### config.mk
export PLATFORM = sky130hd
export DESIGN_NAME = mod_mult_interleaved_flat
export DESIGN_NICKNAME = d
export VERILOG_FILES = /design/src/rtl/mod_mult_interleaved_if.sv /design/src/rtl/mod_mult_interleaved.sv /design/src/flat_wrapper.sv
export SDC_FILE = /design/constraint.sdc
export NUM_CORES = 2
export LEC_CHECK = 0
export ABC_AREA = 0
export BUFFER_PORTS_ARGS = -buffer_cell sky130_fd_sc_hd__buf_2
export CORE_MARGIN = 2
export CORE_UTILIZATION = 50
export DETAILED_ROUTE_END_ITERATION = 6
export PLACE_DENSITY_LB_ADDON = 0.15
export SLEW_MARGIN = 20
export SYNTH_ARGS = -nofsm -noshare
export SYNTH_HDL_FRONTEND = slang
export SYNTH_SLANG_ARGS = --single-unit
### constraint.sdc
create_clock -name clk -period 34.6 [get_ports clk]
set_input_delay 1.73 -clock clk [delete_from_list [all_inputs] [get_ports clk]]
set_output_delay 1.73 -clock clk [all_outputs]
set_load 0.03 [all_outputs]
### src/rtl/mod_mult_interleaved_if.sv
// Start/busy/done handshake bundle for the interleaved modular multiplier.
// The caller holds the master side, the multiplier holds the slave side.
interface mod_mult_interleaved_if #(
  parameter int WIDTH = 100
);
  logic             start;
  logic [WIDTH-1:0] a_in;
  logic [WIDTH-1:0] b_in;
  logic [WIDTH-1:0] prime;
  logic [WIDTH-1:0] result;
  logic             busy;
  logic             done;

  modport master (
    output start, a_in, b_in, prime,
    input  result, busy, done
  );

  modport slave (
    input  start, a_in, b_in, prime,
    output result, busy, done
  );
endinterface

### src/rtl/mod_mult_interleaved.sv
// Sequential (a*b) mod p using MSB-first interleaved shift-add with
// conditional subtraction after each shift and after each add.
module mod_mult_interleaved #(
  parameter int WIDTH = 100,
  parameter int CNT_W = 7
) (
  input  logic                 clk,
  input  logic                 rst,
  mod_mult_interleaved_if.slave bus
);
  localparam int XW = WIDTH + 2;
  localparam logic [0:0] ST_IDLE = 1'b0;
  localparam logic [0:0] ST_RUN  = 1'b1;

  logic [0:0]       state_r;
  logic [WIDTH-1:0] a_r;
  logic [WIDTH-1:0] b_r;
  logic [WIDTH-1:0] p_r;
  logic [WIDTH-1:0] acc_r;
  logic [CNT_W-1:0] cnt_r;
  logic [WIDTH-1:0] result_r;
  logic             busy_r;
  logic             done_r;

  logic [XW-1:0] p_ext_s;
  logic [XW-1:0] t_s;
  logic [XW-1:0] t_red_s;
  logic [XW-1:0] add_s;
  logic [XW-1:0] u_s;
  logic [XW-1:0] u_red_s;
  logic          unused_s;

  // One iteration: double, reduce, add the selected multiplicand, reduce.
  always_comb begin
    p_ext_s = {2'b00, p_r};
    t_s     = {1'b0, acc_r, 1'b0};
    if (t_s >= p_ext_s) begin
      t_red_s = t_s - p_ext_s;
    end else begin
      t_red_s = t_s;
    end
    if (b_r[cnt_r]) begin
      add_s = {2'b00, a_r};
    end else begin
      add_s = {XW{1'b0}};
    end
    u_s = t_red_s + add_s;
    if (u_s >= p_ext_s) begin
      u_red_s = u_s - p_ext_s;
    end else begin
      u_red_s = u_s;
    end
  end

  // With A < P the top two bits of the reduced sum are always zero.
  assign unused_s = ^u_red_s[XW-1:WIDTH];

  // Control FSM, operand latches, accumulator and registered outputs.
  always_ff @(posedge clk or posedge rst) begin
    if (rst) begin
      state_r  <= ST_IDLE;
      a_r      <= {WIDTH{1'b0}};
      b_r      <= {WIDTH{1'b0}};
      p_r      <= {WIDTH{1'b0}};
      acc_r    <= {WIDTH{1'b0}};
      cnt_r    <= {CNT_W{1'b0}};
      result_r <= {WIDTH{1'b0}};
      busy_r   <= 1'b0;
      done_r   <= 1'b0;
    end else begin
      done_r <= 1'b0;
      case (state_r)
        ST_IDLE: begin
          if (bus.start) begin
            if (bus.prime < WIDTH'(2)) begin
              // Degenerate modulus: everything reduces to zero.
              result_r <= {WIDTH{1'b0}};
              done_r   <= 1'b1;
            end else begin
              a_r     <= bus.a_in;
              b_r     <= bus.b_in;
              p_r     <= bus.prime;
              acc_r   <= {WIDTH{1'b0}};
              cnt_r   <= CNT_W'(WIDTH - 1);
              busy_r  <= 1'b1;
              state_r <= ST_RUN;
            end
          end
        end
        ST_RUN: begin
          acc_r <= u_red_s[WIDTH-1:0];
          if (cnt_r == {CNT_W{1'b0}}) begin
            result_r <= u_red_s[WIDTH-1:0];
            done_r   <= 1'b1;
            busy_r   <= 1'b0;
            state_r  <= ST_IDLE;
          end else begin
            cnt_r <= cnt_r - CNT_W'(1);
          end
        end
        default: begin
          busy_r  <= 1'b0;
          state_r <= ST_IDLE;
        end
      endcase
    end
  end

  assign bus.result = result_r;
  assign bus.busy   = busy_r;
  assign bus.done   = done_r;
endmodule

### src/flat_wrapper.sv
// flat-port wrapper written by rule: the top's interface ports become plain ports
module mod_mult_interleaved_flat 
#(
  parameter int WIDTH = 100,
  parameter int CNT_W = 7
)
  (clk, rst, bus_start, bus_a_in, bus_b_in, bus_prime, bus_result, bus_busy, bus_done);
  mod_mult_interleaved_if #(.WIDTH(WIDTH)) bus_i ();
  input  logic clk;
  input  logic rst;
  input wire logic [$bits(bus_i.start)-1:0] bus_start;
  input wire logic [$bits(bus_i.a_in)-1:0] bus_a_in;
  input wire logic [$bits(bus_i.b_in)-1:0] bus_b_in;
  input wire logic [$bits(bus_i.prime)-1:0] bus_prime;
  output wire logic [$bits(bus_i.result)-1:0] bus_result;
  output wire logic [$bits(bus_i.busy)-1:0] bus_busy;
  output wire logic [$bits(bus_i.done)-1:0] bus_done;
  assign bus_i.start = bus_start;
  assign bus_i.a_in = bus_a_in;
  assign bus_i.b_in = bus_b_in;
  assign bus_i.prime = bus_prime;
  assign bus_result = bus_i.result;
  assign bus_busy = bus_i.busy;
  assign bus_done = bus_i.done;
  mod_mult_interleaved #(.WIDTH(WIDTH), .CNT_W(CNT_W)) u_core (.clk(clk), .rst(rst), .bus(bus_i));
endmodule
# [After elaboration in Yosys (flattened, before gate mapping)]
# Cells that the tools add are included.
# W data, S select, Z words.
[totals] regBits=510 input_bits=303 out_inout_bits=102 elab_cells=58
[op_classes] addsub=4 n_lt_le_gt_ge=4 n_eq_ne=5 muxes=28 n_bitwise=2 n_reduce_logical=6
[op_table] op="$mux W100" n=7
[op_table] op="$pmux W100 S2" n=2
[op_table] op="$add A102 B100 Y102" n=1
[op_table] op="$ge A102 B100 Y1" n=1
[op_table] op="$mux W102" n=1
[op_table] op="$sub A101 B100 Y102" n=1
[op_table] op="$ge A101 B100 Y1" n=1
[op_table] op="$lt A100 B2 Y1 const B" n=1
[op_table] op="$sub A100 B100 Y100" n=1
[op_table] op="$mux W7" n=3
[op_table] op="$pmux W7 S2" n=1
[op_table] op="$reduce_and A3 Y1" n=4
[op_table] op="$mux W1" n=10
[op_table] op="$lt A7 B8 Y1 const B" n=1
[op_table] op="$ne A2 B2 Y1 const B" n=4
[op_table] op="$bmux W1 S7" n=1
[op_table] op="$logic_not A7 Y1" n=1
[op_table] op="$sub A7 B1 Y7 const B" n=1
[op_table] op="$pmux W1 S2" n=3
[op_table] op="$ne A2 B1 Y1 const B" n=1
[op_table] op="$not A1 Y1" n=2
[op_table] op="$reduce_and A2 Y1" n=1

# [Logic depth before layout (Yosys ltp)]
[logic_depth] word_depth=8 depth_mapped=46 ltp_nobuf=40

# [Worst setup path before layout]
# OpenSTA, ideal clock, no wires.
[synth_path] kind="reg2reg" startpoint="reg u_core.cnt_r[0]" endpoint="reg u_core.acc_r[2]" setup_ns=0.121 arrival_ns=8.661 t_required_ns=34.479 setup_slack_ns=25.818 stages_incl_launch_ff=41 n_path_buf=7 synth_period_minus_slack_ns=8.782 cell_sequence="dfrtp_1 > clkbuf_1 > clkbuf_1 > mux4_2 > mux4_2 > nand2_1 > a21oi_1 > a31oi_1 > nand2_1 > o21ai_1 > clkbuf_1 > nor2b_1 > ha_1 > buf_2 > a21o_1 > a21o_1 > a221oi_1 > nor2_1 > [5 not listed] > xor2_1 > ha_1 > clkbuf_1 > nand4_1 > nor4_1 > nand2_1 > nor4_1 > nand2_1 > and3_1 > a21boi_1 > nor3_1 > o221a_2 > nor2_1 > o211ai_2 > buf_6 > buf_6 > mux2_4 > a22o_1"
[synth_between] elab_chain_cells=7 word_cells_on_any_way=8 classes_between="2 x add/sub; 1 x order compare; 5 x mux"
[synth_lines] item="start: declaration" line="mod_mult_interleaved.sv:20" rtl="logic [CNT_W-1:0] cnt_r;"
[synth_lines] item="start signal: assignment" line="mod_mult_interleaved.sv:66" rtl="cnt_r <= {CNT_W{1'b0}};"
[synth_lines] item="start signal: assignment" line="mod_mult_interleaved.sv:84" rtl="cnt_r <= CNT_W'(WIDTH - 1);"
[synth_lines] item="start signal: assignment" line="mod_mult_interleaved.sv:98" rtl="cnt_r <= cnt_r - CNT_W'(1);"
[synth_lines] item="$bmux W1 S7 *" line="mod_mult_interleaved.sv:42" rtl="if (b_r[cnt_r]) begin"
[synth_lines] item="$mux W1 (not written as such) *" line="mod_mult_interleaved.sv:42"
[synth_lines] item="$mux W100 *" line="mod_mult_interleaved.sv:42"
[synth_lines] item="$add A102 B100 Y102 *" line="mod_mult_interleaved.sv:47" rtl="u_s = t_red_s + add_s;"
[synth_lines] item="$sub A100 B100 Y100 or $ge A102 B100 Y1 (tied branches)" line="mod_mult_interleaved.sv:49, mod_mult_interleaved.sv:48"
[synth_lines] item="$mux W100 *" line="mod_mult_interleaved.sv:48" rtl="if (u_s >= p_ext_s) begin"
[synth_lines] item="$pmux W100 S2 *" line="mod_mult_interleaved.sv:72" rtl="case (state_r)"
[synth_lines] item="end signal: assignment" line="mod_mult_interleaved.sv:65" rtl="acc_r <= {WIDTH{1'b0}};"
[synth_lines] item="end signal: assignment" line="mod_mult_interleaved.sv:83" rtl="acc_r <= {WIDTH{1'b0}};"
[synth_lines] item="end signal: assignment" line="mod_mult_interleaved.sv:91" rtl="acc_r <= u_red_s[WIDTH-1:0];"
[synth_lines] item="end: declaration" line="mod_mult_interleaved.sv:19" rtl="logic [WIDTH-1:0] acc_r;"
# Every way passes the cells marked *; elsewhere a longest branch is shown, timed or not. The select of a mux whose other input is x is not followed.
# A chain may end at the register's enable or synchronous reset.

# [Worst setup path after layout]
[layout_path] startpoint="reg u_core.cnt_r[0]" endpoint="reg u_core.acc_r[92]"
# Same word-level chain as after synthesis.

==> out/results.txt <==
Outcome: finished, final reports clean
Max-cap viol count: 0
Worst reg2reg endpoint: u_core.acc_r[92]
Critical register-to-register path startpoint: u_core.cnt_r[0]
DRC: 0
Top layer in use: met5
Starting density of the core: 50.6%
Worst-path fanout max: 55
First-pass GRT wire length: 227000 microns
Clock Tree Buf Depth: 3
Yosys reg bits: 510
Most used DFF post-synth: dfrtp_1
Post-synth EDFFs: 0
Post-DP HPWL: 120000 microns
H-tree levels: 2
Post-CTS Hold Buffers: 0
Crit path DAT: 13.37 ns
CTS buffer count: 59
GP Congestion: 1.02
CP Class: flop to flop
Length of routed met3 wiring: 12500 microns
Vias in the first global route: 36.4k
Total Routed Length: 151000 microns
Port bufs: 404
Slowest CP cell: o41ai_1
Max-slew headroom: 17.7%
Vias per cell: 6.23
Crit-path max cell delay: 0.98 ns
RSZ-0062 raised after global routing: no
Die span in x: 290 microns
Drt first-iter violations: 3696
Met2 Wirelength: 68900 microns
Layout cells sized above 1: 17.7%
Seq/Total Area, Yosys: 31.2%
CP endpoint: u_core.acc_r[92]
Synth Warn #: 0
Period utilisation layout: 37.0%
Core area: 0.0807 sq mm
Die area: 0.0840 sq mm
Worst Skew: 0.0537 ns
Fmax: 78.0 MHz
Die height: 290 microns
Gr ovfl total: 0
Synth-to-Final Area Change: 11.8%
Post-CTS Setup Bufs: 0
Sum of negative setup slack: 0 ns
Pin count of the biggest net entering global routing: 171
WP data required: 35.16 ns
DRT Pass-1 Iters: 6
Syn_area_per_cell: 8.69 sq um
Routed Antenna Nets: 0
Metal-1 WL: 63500 microns
Mapped Nets: 5311
Initial antenna violation count: 10
Layout Nets: 5553
Hold Vio Cnt, Final: 0
Clock sink total: 510
Hold crit path type: flop to flop
Clock root buffer: clkbuf_16
Synth cell types: 89
Post-layout min period: 12.81 ns
Vias: 37.7k
Cell count of the worst reg-to-reg path: 33
Synth Cell Area: 0.0409 sq mm
Worst-Margin Slew: 1.22 ns
CP Launch Point: u_core.cnt_r[0]
Wire per inst: 25.0 microns
Synth async-reset ratio: 100%
CTS tree: built
Core Rows: 104
Startpoint Class: flop
Critical Path End Type: flop
GR Util All Layers: 35.0%
Final setup vio count: 0
Clock latency on the worst-skew pair: 0.69 ns
Clk slew on worst S/H paths: 0.06 ns
Final Max Slew Viols: 0
Ports: 405
Cells after synthesis: 4702
Worst hold slack: 0.482 ns
R2R Setup Slk: 21.79 ns
CTS resizes: 0
-- flip-flops by register name, indices dropped and copies added, names as in the netlist --
name               count
u_core.cnt_r           7
u_core.p_r           100
u_core.state_r         1
u_core.bus.done        1
u_core.bus.busy        1
u_core.a_r           100
u_core.b_r           100
u_core.acc_r         100
u_core.bus.result    100
-- per-layer routing --
metal  up-vias  global-route usage [%]
met1     18300                    46.3
li1      17600                       -
met3       282                    7.31
met4         4                    13.5
met2      1602                    56.4
met5         -                       0
-- Yosys cell counts (34+ instances only) --
library cell | count | area, sq um
a21o_1 | 164 | 1230
a21oi_1 | 465 | 2330
a22o_1 | 137 | 1200
a31oi_1 | 37 | 231
clkbuf_1 | 215 | 807
dfrtp_1 | 510 | 12800
ha_1 | 303 | 3790
inv_1 | 203 | 762
mux2_2 | 235 | 2650
mux2i_1 | 34 | 340
nand2_1 | 477 | 1790
nand2b_1 | 38 | 238
nand3_1 | 64 | 320
nand4_1 | 113 | 707
nor2_1 | 267 | 1000
nor2b_1 | 132 | 826
nor3_1 | 54 | 270
nor4_1 | 46 | 288
o21ai_0 | 334 | 1670
o21ai_1 | 65 | 325
o21bai_1 | 68 | 510
xnor2_1 | 183 | 1600
xor2_1 | 115 | 1010
-- logic make-up (layout without fill, tap and decap cells) --
| family | after synthesis | after routing | share of synthesized area, % |
|---|---|---|---|
| AO/OA/AOI/OAI | 1507 | 1507 | 23.3 |
| AND/OR/NAND/NOR | 1291 | 1291 | 15.0 |
| flip-flops | 510 | 510 | 31.2 |
| buffers and inverters | 459 | 750 | 4.46 |
| multiplexers | 331 | 331 | 10.2 |
| adder cells (fa/ha/maj) | 306 | 306 | 9.43 |
| XOR/XNOR | 298 | 298 | 6.39 |
| other | 0 | 2 | 0 |
-- layout by cell type (no fill, tap or decap), drive strengths merged, types with 29 or more instances in the layout --
master and n:
xnor2 183, o21ai 400, a21oi 467, mux2i 34, a22o 137, a31oi 38
xor2 115, clkbuf 77, buf 437, mux2 265, ha 303, mux4 32
nor2b 132, nor3 55, dfrtp 510, o21bai 68, o211ai 29, inv 207
nand4 113, and3 30, nand2 477, nand2b 38, nor4 46, nand3 65
nor2 267, a21o 164, o21a 32
-- critical path: cells and delay by family, from the launching register on --
| kind | cells | cell delay, ns |
|---|---|---|
| DFF | 1 | 0.92 |
| adders and majority gates | 2 | 0.68 |
| buffers and inverters | 4 | 1.99 |
| xor gates and xnor gates | 1 | 0.24 |
| muxes | 4 | 2.03 |
| AOI/OAI and AO/OA | 12 | 4.42 |
| and+or+nand+nor | 10 | 2.11 |
-- stage by stage --
| step | worst slack, ns | cell area, sq um | cells | util, % |
|---|---|---|---|---|
| 4_1_cts | 21.95 | 45600 | 6053 | 56.5 |
| 5_1_grt | 21.40 | 45700 | 6054 | 56.6 |
| 3_5_place_dp | 22.02 | 43500 | 5943 | 53.9 |
| 2_1_floorplan | 18.63 | 40900 | 4702 | - |
| 3_3_place_gp | 22.41 | 43500 | 5943 | 53.9 |
| 6_report | 21.79 | 45700 | 6055 | 56.6 |
-- worst min path at each step --
stage                                from         endpoint  slack (ns)  cells past startpoint
after CTS                 u_core.bus.busy  u_core.bus.busy        0.48                      1
after global placement    u_core.bus.busy  u_core.bus.busy        0.46                      1
after floorplan             u_core.a_r[0]    u_core.a_r[0]        0.47                      1
final                     u_core.bus.busy  u_core.bus.busy        0.48                      1
after global routing      u_core.bus.busy  u_core.bus.busy        0.50                      1
after detailed placement  u_core.bus.busy  u_core.bus.busy        0.47                      1
-- layout make-up --
type | instances | area, sq um
Clock inverter | 33 | 474
Sequential cell | 510 | 12800
Clock buffer | 77 | 1630
Tap cell | 1060 | 1330
Timing Repair Buffer | 437 | 2290
Inverter | 203 | 769
Fill cell | 7585 | 35000
Antenna cell | 2 | 5.00
Multi-Input combinational cell | 3733 | 26400
Power is left out: the tool's default activity adds up to more than one toggle a clock period on the data nets, which glitch-free logic cannot reach.
